<file path="src/rtl/risc16_mem_arbiter.sv">
// Serialises fetch (read-only) and load/store accesses onto one single-port word memory via req/ack.
// Optional macro ARB_ROUND_ROBIN_EN: alternate grants under contention; default is data-over-fetch priority.
module risc16_mem_arbiter #(
    parameter int WORD_LENGTH = 16
) (
    input  logic                   clk,
    input  logic                   rst,
    input  logic                   i_req,
    input  logic [WORD_LENGTH-1:0] i_addr,
    output logic                   i_ack,
    output logic [WORD_LENGTH-1:0] i_rdata,
    input  logic                   d_req,
    input  logic                   d_we,
    input  logic [WORD_LENGTH-1:0] d_addr,
    input  logic [WORD_LENGTH-1:0] d_wdata,
    output logic                   d_ack,
    output logic [WORD_LENGTH-1:0] d_rdata,
    output logic [WORD_LENGTH-1:0] mem_addr,
    output logic [WORD_LENGTH-1:0] mem_din,
    output logic                   mem_we,
    input  logic [WORD_LENGTH-1:0] mem_dout,
    output logic                   busy
);

    typedef enum logic [1:0] {IDLE, ACCESS, DONE} state_t;

    localparam logic FETCH = 1'b0;
    localparam logic DATA  = 1'b1;

    state_t                 state, state_nxt;
    logic                   owner;
    logic                   last_owner;
    logic [WORD_LENGTH-1:0] lat_addr;
    logic [WORD_LENGTH-1:0] lat_wdata;
    logic                   lat_we;
    logic                   grant_data;

`ifdef ARB_ROUND_ROBIN_EN
    // Under contention, data wins only if fetch won the previous access.
    assign grant_data = d_req && (!i_req || last_owner == FETCH);
`else
    assign grant_data = d_req;
`endif

    always_comb begin
        state_nxt = state;
        mem_addr  = '0;
        mem_din   = '0;
        mem_we    = 1'b0;
        case (state)
            IDLE: begin
                if (d_req || i_req) begin
                    state_nxt = ACCESS;
                end
            end
            ACCESS: begin
                state_nxt = DONE;
                mem_addr  = lat_addr;
                mem_din   = lat_we ? lat_wdata : '0;
                // Gating with rst keeps a store interrupted by reset from reaching memory.
                mem_we    = lat_we && !rst;
            end
            DONE: begin
                state_nxt = IDLE;
            end
            default: begin
                state_nxt = IDLE;
            end
        endcase
    end

    assign busy = (state != IDLE);

    always_ff @(posedge clk) begin
        if (rst) begin
            state      <= IDLE;
            owner      <= FETCH;
            last_owner <= FETCH;
            lat_addr   <= '0;
            lat_wdata  <= '0;
            lat_we     <= 1'b0;
            i_ack      <= 1'b0;
            d_ack      <= 1'b0;
            i_rdata    <= '0;
            d_rdata    <= '0;
        end else begin
            state <= state_nxt;
            i_ack <= (state == ACCESS) && (owner == FETCH);
            d_ack <= (state == ACCESS) && (owner == DATA);

            if (state == IDLE && (d_req || i_req)) begin
                owner     <= grant_data ? DATA : FETCH;
                lat_addr  <= grant_data ? d_addr : i_addr;
                lat_wdata <= grant_data ? d_wdata : '0;
                lat_we    <= grant_data && d_we;
            end

            if (state == ACCESS) begin
                if (owner == FETCH) begin
                    i_rdata <= mem_dout;
                end else if (!lat_we) begin
                    d_rdata <= mem_dout;
                end
            end

            if (state == DONE) begin
                last_owner <= owner;
            end
        end
    end

endmodule

</file>
<file path="config.mk">
export PLATFORM = sky130hd
export DESIGN_NAME = risc16_mem_arbiter
export DESIGN_NICKNAME = d
export VERILOG_FILES = /design/src/rtl/risc16_mem_arbiter.sv
export SDC_FILE = /design/constraint.sdc
export NUM_CORES = 1
export LEC_CHECK = 0
export CORE_ASPECT_RATIO = 2
export CORE_MARGIN = 10
export CORE_UTILIZATION = 44
export DETAILED_ROUTE_END_ITERATION = 8
export PLACE_DENSITY = 0.85
export REMOVE_ABC_BUFFERS = 1
export SYNTH_ARGS = -nofsm -noshare
export SYNTH_HDL_FRONTEND = slang
export SYNTH_SLANG_ARGS = --single-unit
export TNS_END_PERCENT = 100
</file>
<file path="constraint.sdc">
create_clock -name clk -period 3.8 [get_ports clk]
set_input_delay 0.76 -clock clk [delete_from_list [all_inputs] [get_ports clk]]
set_output_delay 0.76 -clock clk [all_outputs]
set_load 0.02 [all_outputs]
</file>
-- Word level (Yosys, flattened, before mapping)
Index checks and enable logic that the tools add are counted.
- word-level logic and storage cells: 33
- output and inout port bits: 68
- register bits: 70
- input port bits: 69
- equal/unequal tests: 2
- bitwise gates (word level): 2
- mux-type cells: 9
- reduce and logical (&&, ||, !) cells: 11
- operator list (operator ; number):
    two-way mux 16 bit ; 5
    logical AND 1 bit ; 5
    one-hot mux 2 bit (2 select lines) ; 1
    AND reduction 3 bit ; 1
    equality test 2 x 1 -> 1 bit (second input constant) ; 1
    zero test 2 bit ; 1
    two-way mux 1 bit ; 2
    two-way mux 2 bit ; 1
    inequality test 2 x 1 -> 1 bit (second input constant) ; 1
    NOT 1 bit ; 2
    AND reduction 2 bit ; 1
    nonzero test 2 bit ; 1
    zero test 1 bit ; 1
    logical OR 1 bit ; 1

-- Depth between registers and ports, before layout
Gate-level depths: netlist of the first run.
- depth after elaboration: 3
- mapped depth: 6
- gate-level depth less buffers: 4

-- Worst setup path before layout of the first run
No wires, ideal clock.
- path kind: input -> output
- start point: input port rst
- end point: output port mem_we
- stages: 3
- buffers on the path: 2
- data arrival time: 1.394 ns
- slack: 1.646 ns
- required time: 3.040 ns
- cells stage by stage: buf_2 clkbuf_1 nor2_1
- word-level cells in the longest chain between the ends: 3
- ends and longest elaborated chain (element ; line ; source):
    from (decl) ; 7 ; input logic rst,
    zero test 1 bit ; 61 ; mem_we = lat_we && !rst;
    logical AND 1 bit ; 61 ;
    two-way mux 1 bit ; 50 ; case (state)
    to (decl) ; 20 ; output logic mem_we,
Every way passes these cells.

-- Worst setup path in the final report of the first run
- start point: register state[0]
- end point: output port mem_din[4]
- word-level cells in the longest chain between the ends: 2
- ends and longest elaborated chain (element ; line ; source):
    from (decl) ; 30 ; state_t state, state_nxt;
    from (signal assigned) ; 87 ; state <= state_nxt;
    equality test 2 x 1 -> 1 bit ; 50 ;
    two-way mux 16 bit ; 50 ;
    to (decl) ; 19 ; output logic [WORD_LENGTH-1:0] mem_din,
Every way passes these cells.

==> flow_summary.ini, run 1 <==
[synth]
yosys_warnings = 0
syn-mean-instance-area_sq_um = 8.44
ys_seq_elements = 70
syn_area_sq_um = 2960
synth_compound_area_share_pct = 18.2
yosys.area_share.simple_pct = 22.0
synth_top_family_by_area = simple AND/OR/NAND/NOR gates
syn_inst = 351
synth_xor_area_share_pct = 0
synth_fa_ha_area_share_pct = 0
ys_types = 25
yosysSeqAreaShare_pct = 47.3
synthMuxAreaShare_pct = 5.41

[power_and_ir_drop]
powerDensity_nw_per_um2 = 415
p_switching_mw = 0.465
comb_power_share_pct = 17.0
leakage_nw = 1.71
power_frac_seq_pct = 43.3
swShare_pct = 24.7
peakVddDrop_mv = 0.306
internal_power_mw = 1.42
p_clk_share_pct = 39.7

[run]
cap_violations = 0

[timing]
slew_viol_final = 0
fin_hold_ws_ps = 451
fin_crit_ps = 2960
slew_headroom_pct = 47.2
rsz0062_at_grt = no
finalSetupViolations = 0
fmaxAchievable_ghz = 0.337
post-route-period-util_pct = 78.0
worst_slew_pin_slew_ps = 788
finalSetupTns_ps = 0
final_hold_viol_count = 0
clock_skew_ps = 4.80

[worst_setup_path]
endpoint_kind = output port
slowest_delay_ps = 660
r2r_start = state[1]
crit_fanout = 33
crit_buf_inv = 2
crit_arrival_ps = 2200
required_ps = 3040
startpoint_type = flip-flop
r2r-end = lat_addr[2]
reg2reg_depth = 5
regToRegSetupSlack_ps = 1900
crit_family = buffers and inverters
slowest_stage = clkdlybuf4s50_1
worstPathCellList = nor2b_2, buf_4, and3_1, clkdlybuf4s50_1
critical_path_class = reg -> out

[outcome]
outcome = completed

[global_routing]
grt-ovfl-total = 0
grt_pass1_wl_um = 14800
grt.total_usage_pct = 17.7
antenna_found_initial = 1
grt_pass1_vias = 2983
grt_max_degree = 70

[drt]
routed_wirelength_um = 9690
vias_per_cell = 5.13
drtAntennaViolNets = 0
drc = 0
wl_per_cell_um = 17.2
drtIter0Drc = 108
firstDrtPassIters = 4
via_count = 2887

[cells_and_area]
final_core_util_pct = 69.0
syn_to_final_growth_pct = 53.0
final_area_sq_um = 4530
stdcell_count = 563
layout.nets = 539
drive_above_1_share_pct = 5.27
fill_cells = 542

[floorplan]
core_sq_um = 6570
die_w_um = 78.0
ios = 137
fp-row-count = 42
initial_core_util_pct = 45.1
die_y_um = 136
dieArea_sq_um = 10600

[cts]
h-tree-depth = 3
clockBufferDepth = 2
path_clk_slew_ps = 50
cts_buffers = 9
cts.sinks = 70
hold_buffers = 0
ctsResizeCount = 0
clk_latency_ps = 330
tritoncts = done
post_cts_buffers = 0
root_buffer = clkbuf_16

[placed_design]
numPortBuffers = 136
dp_cells = 547
dp_hpwl_um = 7260
routabilityCongestion = 0.777
place_area_sq_um = 4260

[hold_path]
hp-start = d_rdata[4]
min_to = d_rdata[4]
min_path_cells = 2
hold_path_class = reg -> reg
[power groups by stage]
stage               registers (mW)  logic, mW  clock network [mW]
CTS                          0.814      0.324               0.766
global route                 0.820      0.347               0.802
detailed placement           0.829      0.323                   0
global placement             0.826      0.317                   0
floorplan                    0.839      0.125                   0
finish                       0.814      0.320               0.746
[Yosys cell counts]
| cell | n | area share [%] |
|---|---|---|
| a211oi_1 | 16 | 4.1 |
| a21oi_1 | 66 | 11 |
| and2_1 | 17 | 3.6 |
| and3_1 | 16 | 3.4 |
| and4bb_2 | 1 | 0.42 |
| buf_2 | 6 | 1.0 |
| buf_4 | 4 | 1.0 |
| buf_6 | 7 | 2.7 |
| clkbuf_1 | 12 | 1.5 |
| clkbuf_2 | 3 | 0.51 |
| clkbuf_4 | 1 | 0.25 |
| dfxtp_1 | 70 | 47 |
| inv_1 | 1 | 0.13 |
| mux2i_1 | 16 | 5.4 |
| nand2_1 | 83 | 11 |
| nand2b_1 | 1 | 0.21 |
| nand4bb_1 | 1 | 0.38 |
| nor2_1 | 3 | 0.38 |
| nor2_4 | 2 | 0.76 |
| nor2b_1 | 1 | 0.21 |
| nor3_1 | 2 | 0.34 |
| nor3b_4 | 2 | 1.3 |
| o21ai_0 | 18 | 3.0 |
| or2_2 | 1 | 0.21 |
| or3b_1 | 1 | 0.30 |
[worst min-delay path: stages, from the launching register on]
cell     delay [ps]
dfxtp_1         300
nand2_1          50
a21oi_1          50
[worst max-delay path by stage]
stage	startpoint	end	slack, ps	depth (start not counted)
2_1_floorplan	state[0]	mem_we	1330	3
3_3_place_gp	state[0]	mem_addr[9]	1260	4
3_5_place_dp	state[0]	mem_din[4]	1190	4
4_1_cts	state[0]	mem_din[4]	830	4
5_1_grt	state[0]	mem_din[4]	720	4
6_report	state[0]	mem_din[4]	840	4
[state kept, by name, summed over array words and instances (netlist names)]
register,count
d_ack,1
i_rdata,16
state,2
lat_wdata,16
owner,1
d_rdata,16
lat_addr,16
lat_we,1
i_ack,1
[cell families after synthesis]
group / count (synthesis)
buffers and inverters: 34
multiplexers: 16
AND/OR/NAND/NOR: 131
flip-flops: 70
AO/OA/AOI/OAI: 100
[through the flow]
stage	power, mW	worst slack, ps
floorplan	0.965	1330
global placement	1.14	1260
detailed placement	1.15	1190
CTS	1.90	830
global route	1.97	720
finish	1.88	836
[layout by cell type, fill, tap and decap left out, drive strengths merged]
cell type,netlist,layout
a211oi,16,16
a21oi,66,66
and2,17,17
and3,16,16
and4bb,1,1
buf,17,6
clkbuf,16,14
clkdlybuf4s50,0,135
clkinv,0,1
dfxtp,70,70
diode,0,1
inv,1,1
mux2i,16,16
nand2,83,83
nand2b,1,1
nand4bb,1,1
nor2,5,5
nor2b,1,1
nor3,2,2
nor3b,2,2
o21ai,18,18
or2,1,1
or3b,1,1
[layer usage]
metal,GRT usage (%),routed length (um)
met4,11.6,482
met5,0,0
met3,6.22,641
met2,33.8,5440
met1,14.6,3130
[layout make-up]
class / instances / area (sq um) / share of cell area, %
Clock buffer: 14 / 264 / 5.82
Multi-Input combinational cell: 247 / 1350 / 29.9
Sequential cell: 70 / 1400 / 30.9
Timing Repair Buffer: 141 / 1390 / 30.7
Tap cell: 88 / 110 / 2.43
Antenna cell: 1 / 2.50 / 0.0552
Inverter: 1 / 3.75 / 0.0828
Clock inverter: 1 / 5.00 / 0.110
No activity file was read; power rests on OpenSTA's default activity.
==> run 2, diff against run 1 <==
--- a/config.mk
+++ b/config.mk
@@ -7,9 +7,9 @@
 export LEC_CHECK = 0
 export CORE_ASPECT_RATIO = 2
 export CORE_MARGIN = 10
-export CORE_UTILIZATION = 44
+export CORE_UTILIZATION = 41
 export DETAILED_ROUTE_END_ITERATION = 8
-export PLACE_DENSITY = 0.85
+export PLACE_DENSITY = 0.8
 export REMOVE_ABC_BUFFERS = 1
 export SYNTH_ARGS = -nofsm -noshare
 export SYNTH_HDL_FRONTEND = slang
==> constraint.sdc (replaced) <==
create_clock -name clk -period 2.78 [get_ports clk]
set_input_delay 0.556 -clock clk [delete_from_list [all_inputs] [get_ports clk]]
set_output_delay 0.556 -clock clk [all_outputs]
set_load 0.02 [all_outputs]
==> run 2 against run 1 <==
  * Clock power is 61% higher
  * Via count is 0.17% lower
  * First-iteration DRC count is 47% higher
  * Non-clock buffer count stayed put
==> flow_summary.ini, run 2 (synthesis results as in run 1) <==
[global_routing]
grt_pass1_wl_um = 14800
grt_max_degree = 70
antenna_found_initial = 0
grt.total_usage_pct = 17.0
grt_pass1_vias = 2898
grt-ovfl-total = 0

[floorplan]
initial_core_util_pct = 42.4
ios = 137
fp-row-count = 43
die_y_um = 140
core_sq_um = 6990
die_w_um = 80.1
dieArea_sq_um = 11200

[placed_design]
numPortBuffers = 136
routabilityCongestion = 0.810
dp_hpwl_um = 7250
dp_cells = 549

[timing]
worst_slew_pin_slew_ps = 793
post-route-period-util_pct = 93.0
clock_skew_ps = 4.84
slew_viol_final = 0
finalSetupViolations = 0
rsz0062_at_grt = no
fin_crit_ps = 2580
slew_headroom_pct = 46.8
final_hold_viol_count = 0
finalSetupTns_ps = 0
fmaxAchievable_ghz = 0.387

[power_and_ir_drop]
internal_power_mw = 2.10
peakVddDrop_mv = 0.514
powerDensity_nw_per_um2 = 600
p_switching_mw = 0.655
power_mw = 2.75
swShare_pct = 23.8
power_frac_seq_pct = 40.5
comb_power_share_pct = 16.0
p_clk_share_pct = 43.6
leakage_nw = 1.73

[cells_and_area]
mostFrequentLayoutCells = 135 x clkdlybuf4s50_1, 83 x nand2_1, 69 x dfxtp_1, 66 x a21oi_1, 18 x o21ai_0
final_common_cell = clkdlybuf4s50_1
layout.nets = 539
fill_cells = 616
final_core_util_pct = 65.5
multi_input_area_sq_um = 1350
syn_to_final_growth_pct = 54.7
stdcell_count = 565
antenna_cells = 0
drive_above_1_share_pct = 5.89
seq_area_sq_um = 1400

[cts]
hold_buffers = 0
cts.sinks = 70
root_buffer = clkbuf_16
path_clk_slew_ps = 50
clk_latency_ps = 320
ctsResizeCount = 0
h-tree-depth = 3
post_cts_buffers = 0
tritoncts = done
clockBufferDepth = 2
cts_buffers = 9

[drt]
drc = 0
routed_wirelength_um = 9680
firstDrtPassIters = 4
drtAntennaViolNets = 0
via_count = 2882
vias_per_cell = 5.10
wl_per_cell_um = 17.1
drtIter0Drc = 159

[worst_setup_path]
endpoint_kind = output port
crit_fanout = 33
r2r_start = state[1]
startpoint = state[0]
required_ps = 2220
critical_path_class = reg -> out
startpoint_type = flip-flop
crit_arrival_ps = 2030

[hold_path]
hp-start = i_rdata[15]
hold_path_class = reg -> reg

[outcome]
outcome = completed

[run]
cap_violations = 0
-- run 2: cell types whose count changed in the layout (fill, tap and decap cells not counted) --
| cell | before | now |
|---|---|---|
| clkinv_2 | 1 | 2 |
| diode_2 | 1 | 0 |
| bufinv_16 | 0 | 2 |
| clkbuf_8 | 2 | 1 |
| dfxtp_1 | 70 | 69 |
| clkbuf_1 | 3 | 2 |
| dfxtp_2 | 0 | 1 |
-- run 2: stage by stage --
| step | instance area [sq um] | hold slack [ps] | setup WS, ps |
|---|---|---|---|
| 6_report | 4580 | 451 | 195 |
| 4_1_cts | 4580 | 453 | 55.1 |
| 3_5_place_dp | 4270 | 445 | 412 |
| 2_1_floorplan | 2760 | 439 | 515 |
| 5_1_grt | 4580 | 466 | 66.7 |
| 3_3_place_gp | 4270 | 441 | 471 |
-- run 2: metal layers --
metal	wire, um	part of all wire, %	GRT usage (%)
met5	0	0	0
met4	467	4.8	12.0
met3	631	6.5	4.94
met2	5570	58	31.3
met1	3010	31	14.8
-- run 2: power by group through the flow --
stage / combinational [mW] / clock (mW) / sequential (mW)
2_1_floorplan: 0.171 / 0 / 1.15
3_3_place_gp: 0.434 / 0 / 1.13
3_5_place_dp: 0.442 / 0 / 1.13
4_1_cts: 0.444 / 1.23 / 1.11
5_1_grt: 0.474 / 1.28 / 1.12
6_report: 0.439 / 1.20 / 1.11
-- run 2: path summary, 6_finish.rpt --
kind	to	slack, ps	cells after the start
min reg2reg	i_rdata[15]	450	2
min	i_rdata[15]	450	2
max reg2reg	lat_addr[11]	930	5
max	mem_din[3]	200	4
-- run 2: worst max-delay path: stages (launching register included) --
cell             delay (ps)
dfxtp_2                 430
nor2b_2                 160
buf_4                   280
and3_1                  220
clkdlybuf4s50_1         610
-- run 2: area by class of cell --
class	count	area share, %
flip-flops and latches	70	30.6
clock inverters	4	1.53
multi-input cells	247	29.5
inverters	1	0.0819
clock buffers	12	5.38
repair buffers	141	30.4
well taps	90	2.46
==> run 3, diff against run 2 <==
==> constraint.sdc (replaced) <==
create_clock -name clk -period 2.66 [get_ports clk]
set_input_delay 0.532 -clock clk [delete_from_list [all_inputs] [get_ports clk]]
set_output_delay 0.532 -clock clk [all_outputs]
set_load 0.02 [all_outputs]
==> run 3 against run 2 <==
  * Design area is essentially flat
  * Die area is the same
  * Clock power is essentially flat
  * Sequential cell count is the same
  * Sequential share of layout area is essentially flat
  * Via count is essentially flat
  * Final cell count grew 0.88%
==> flow_summary.ini, run 3 (synthesis results as in run 1) <==
[outcome]
outcome = completed

[drt]
wl_per_cell_um = 17.3
routed_wirelength_um = 9860
firstDrtPassIters = 4
drtAntennaViolNets = 0
drtIter0Drc = 95
drc = 0
via_count = 2881
vias_per_cell = 5.05

[worst_setup_path]
crit_buf_inv = 2
worstPathCellList = nor2b_2, buf_4, and3_1, clkdlybuf4s50_1
crit_family = buffers and inverters
slowest_delay_ps = 620
regToRegSetupSlack_ps = 810
r2r_start = state[1]
cp-endpoint = mem_din[0]
r2r-end = lat_addr[15]
cp_num_cells = 4
reg2reg_depth = 5
startpoint_type = flip-flop
critical_path_class = reg -> out
crit_fanout = 21
slowest_stage = clkdlybuf4s50_1
required_ps = 2130
startpoint = state[0]
endpoint_kind = output port
crit_arrival_ps = 1950

[power_and_ir_drop]
p_clk_share_pct = 42.0
comb_power_share_pct = 16.4
swShare_pct = 24.4
peakVddDrop_mv = 0.529
leakage_nw = 1.73
power_frac_seq_pct = 41.6
internal_power_mw = 2.12
p_switching_mw = 0.685
powerDensity_nw_per_um2 = 612

[global_routing]
grt_max_degree = 70
grt.total_usage_pct = 17.0
grt-ovfl-total = 0
grt_pass1_wl_um = 14700
grt_pass1_vias = 2868
antenna_found_initial = 4

[cts]
h-tree-depth = 3
clk_latency_ps = 330
path_clk_slew_ps = 50
root_buffer = clkbuf_16
clockBufferDepth = 2
tritoncts = done
hold_buffers = 0
cts_buffers = 9
cts.sinks = 70

[cells_and_area]
layout.nets = 540
syn_to_final_growth_pct = 54.8
final_common_cell = clkdlybuf4s50_1
final_core_util_pct = 65.6
mostFrequentLayoutCells = 135 x clkdlybuf4s50_1, 83 x nand2_1, 69 x dfxtp_1, 66 x a21oi_1, 18 x o21ai_0
drive_above_1_share_pct = 6.30
final_area_sq_um = 4590

[timing]
finalSetupViolations = 0
fin_hold_ws_ps = 450
clock_skew_ps = 6.18
post-route-period-util_pct = 93.5
final_hold_viol_count = 0
slew_viol_final = 0
slew_headroom_pct = 45.5
worst_slew_pin_slew_ps = 813
rsz0062_at_grt = no
finalSetupTns_ps = 0
fmaxAchievable_ghz = 0.402
fin_crit_ps = 2490

[floorplan]
dieArea_sq_um = 11200
die_y_um = 140
initial_core_util_pct = 42.4
core_sq_um = 6990
ios = 137
fp-row-count = 43
die_w_um = 80.1

[hold_path]
hold_path_class = reg -> reg

[placed_design]
place_area_sq_um = 4270
routabilityCongestion = 0.775
dp_hpwl_um = 7400
numPortBuffers = 136

[run]
cap_violations = 0
run 3: changes by cell type in the layout (fill, tap and decap cells not counted):
| cell | previous run | this run |
|---|---|---|
| diode_2 | 0 | 4 |
| buf_4 | 5 | 6 |
| bufinv_16 | 2 | 1 |
| clkbuf_1 | 2 | 1 |
| clkbuf_8 | 1 | 2 |
| clkinv_2 | 2 | 3 |
run 3: cell type report:
class,count,area [sq um]
Antenna cell,4,10.0
Clock buffer,12,256
Clock inverter,4,45.0
Fill cell,614,2410
Inverter,1,3.75
Multi-Input combinational cell,247,1350
Sequential cell,70,1400
Tap cell,90,113
Timing Repair Buffer,142,1400
run 3: routing by layer:
metal | up-vias | global-route usage, % | wire [um]
li1 | 1432 | - | -
met1 | 1321 | 14.2 | 3170
met2 | 104 | 31.7 | 5660
met3 | 24 | 4.42 | 614
met4 | 0 | 12.7 | 408
met5 | - | 0 | 0
run 3: worst min path at each step:
stage | cells past startpoint | from | endpoint | slack [ps]
2_1_floorplan | 2 | lat_wdata[0] | lat_wdata[0] | 440
3_3_place_gp | 2 | i_rdata[6] | i_rdata[6] | 440
3_5_place_dp | 2 | i_rdata[15] | i_rdata[15] | 450
4_1_cts | 2 | i_rdata[15] | i_rdata[15] | 450
5_1_grt | 2 | i_rdata[0] | i_rdata[0] | 470
6_report | 2 | i_rdata[15] | i_rdata[15] | 450
run 3: power groups by stage:
stage / clock [mW] / sequential, mW / combinational, mW
4_1_cts: 1.20 / 1.17 / 0.462
3_5_place_dp: 0 / 1.19 / 0.461
3_3_place_gp: 0 / 1.19 / 0.452
5_1_grt: 1.25 / 1.17 / 0.498
6_report: 1.18 / 1.17 / 0.459
2_1_floorplan: 0 / 1.20 / 0.179
run 3: through the flow:
stage	power, mW	worst slack, ps	std cells
after CTS	2.83	21.7	566
after global placement	1.64	450	550
after global routing	2.92	59.8	570
after floorplan	1.38	419	318
final	2.81	173	570
after detailed placement	1.65	388	550
run 3: worst min-delay path, stage by stage (launching register included):
cell	delay, ps
dfxtp_1	300
nand2_1	50
a21oi_1	50
run 3: repair_timing:
| item | CTS | global route |
|---|---|---|
| endpoints found under the setup margin | 0 | 29 |
| resized for setup | 0 | 1 |
| hold endpoints to repair | 0 | 0 |
| setup buffers | 0 | 0 |
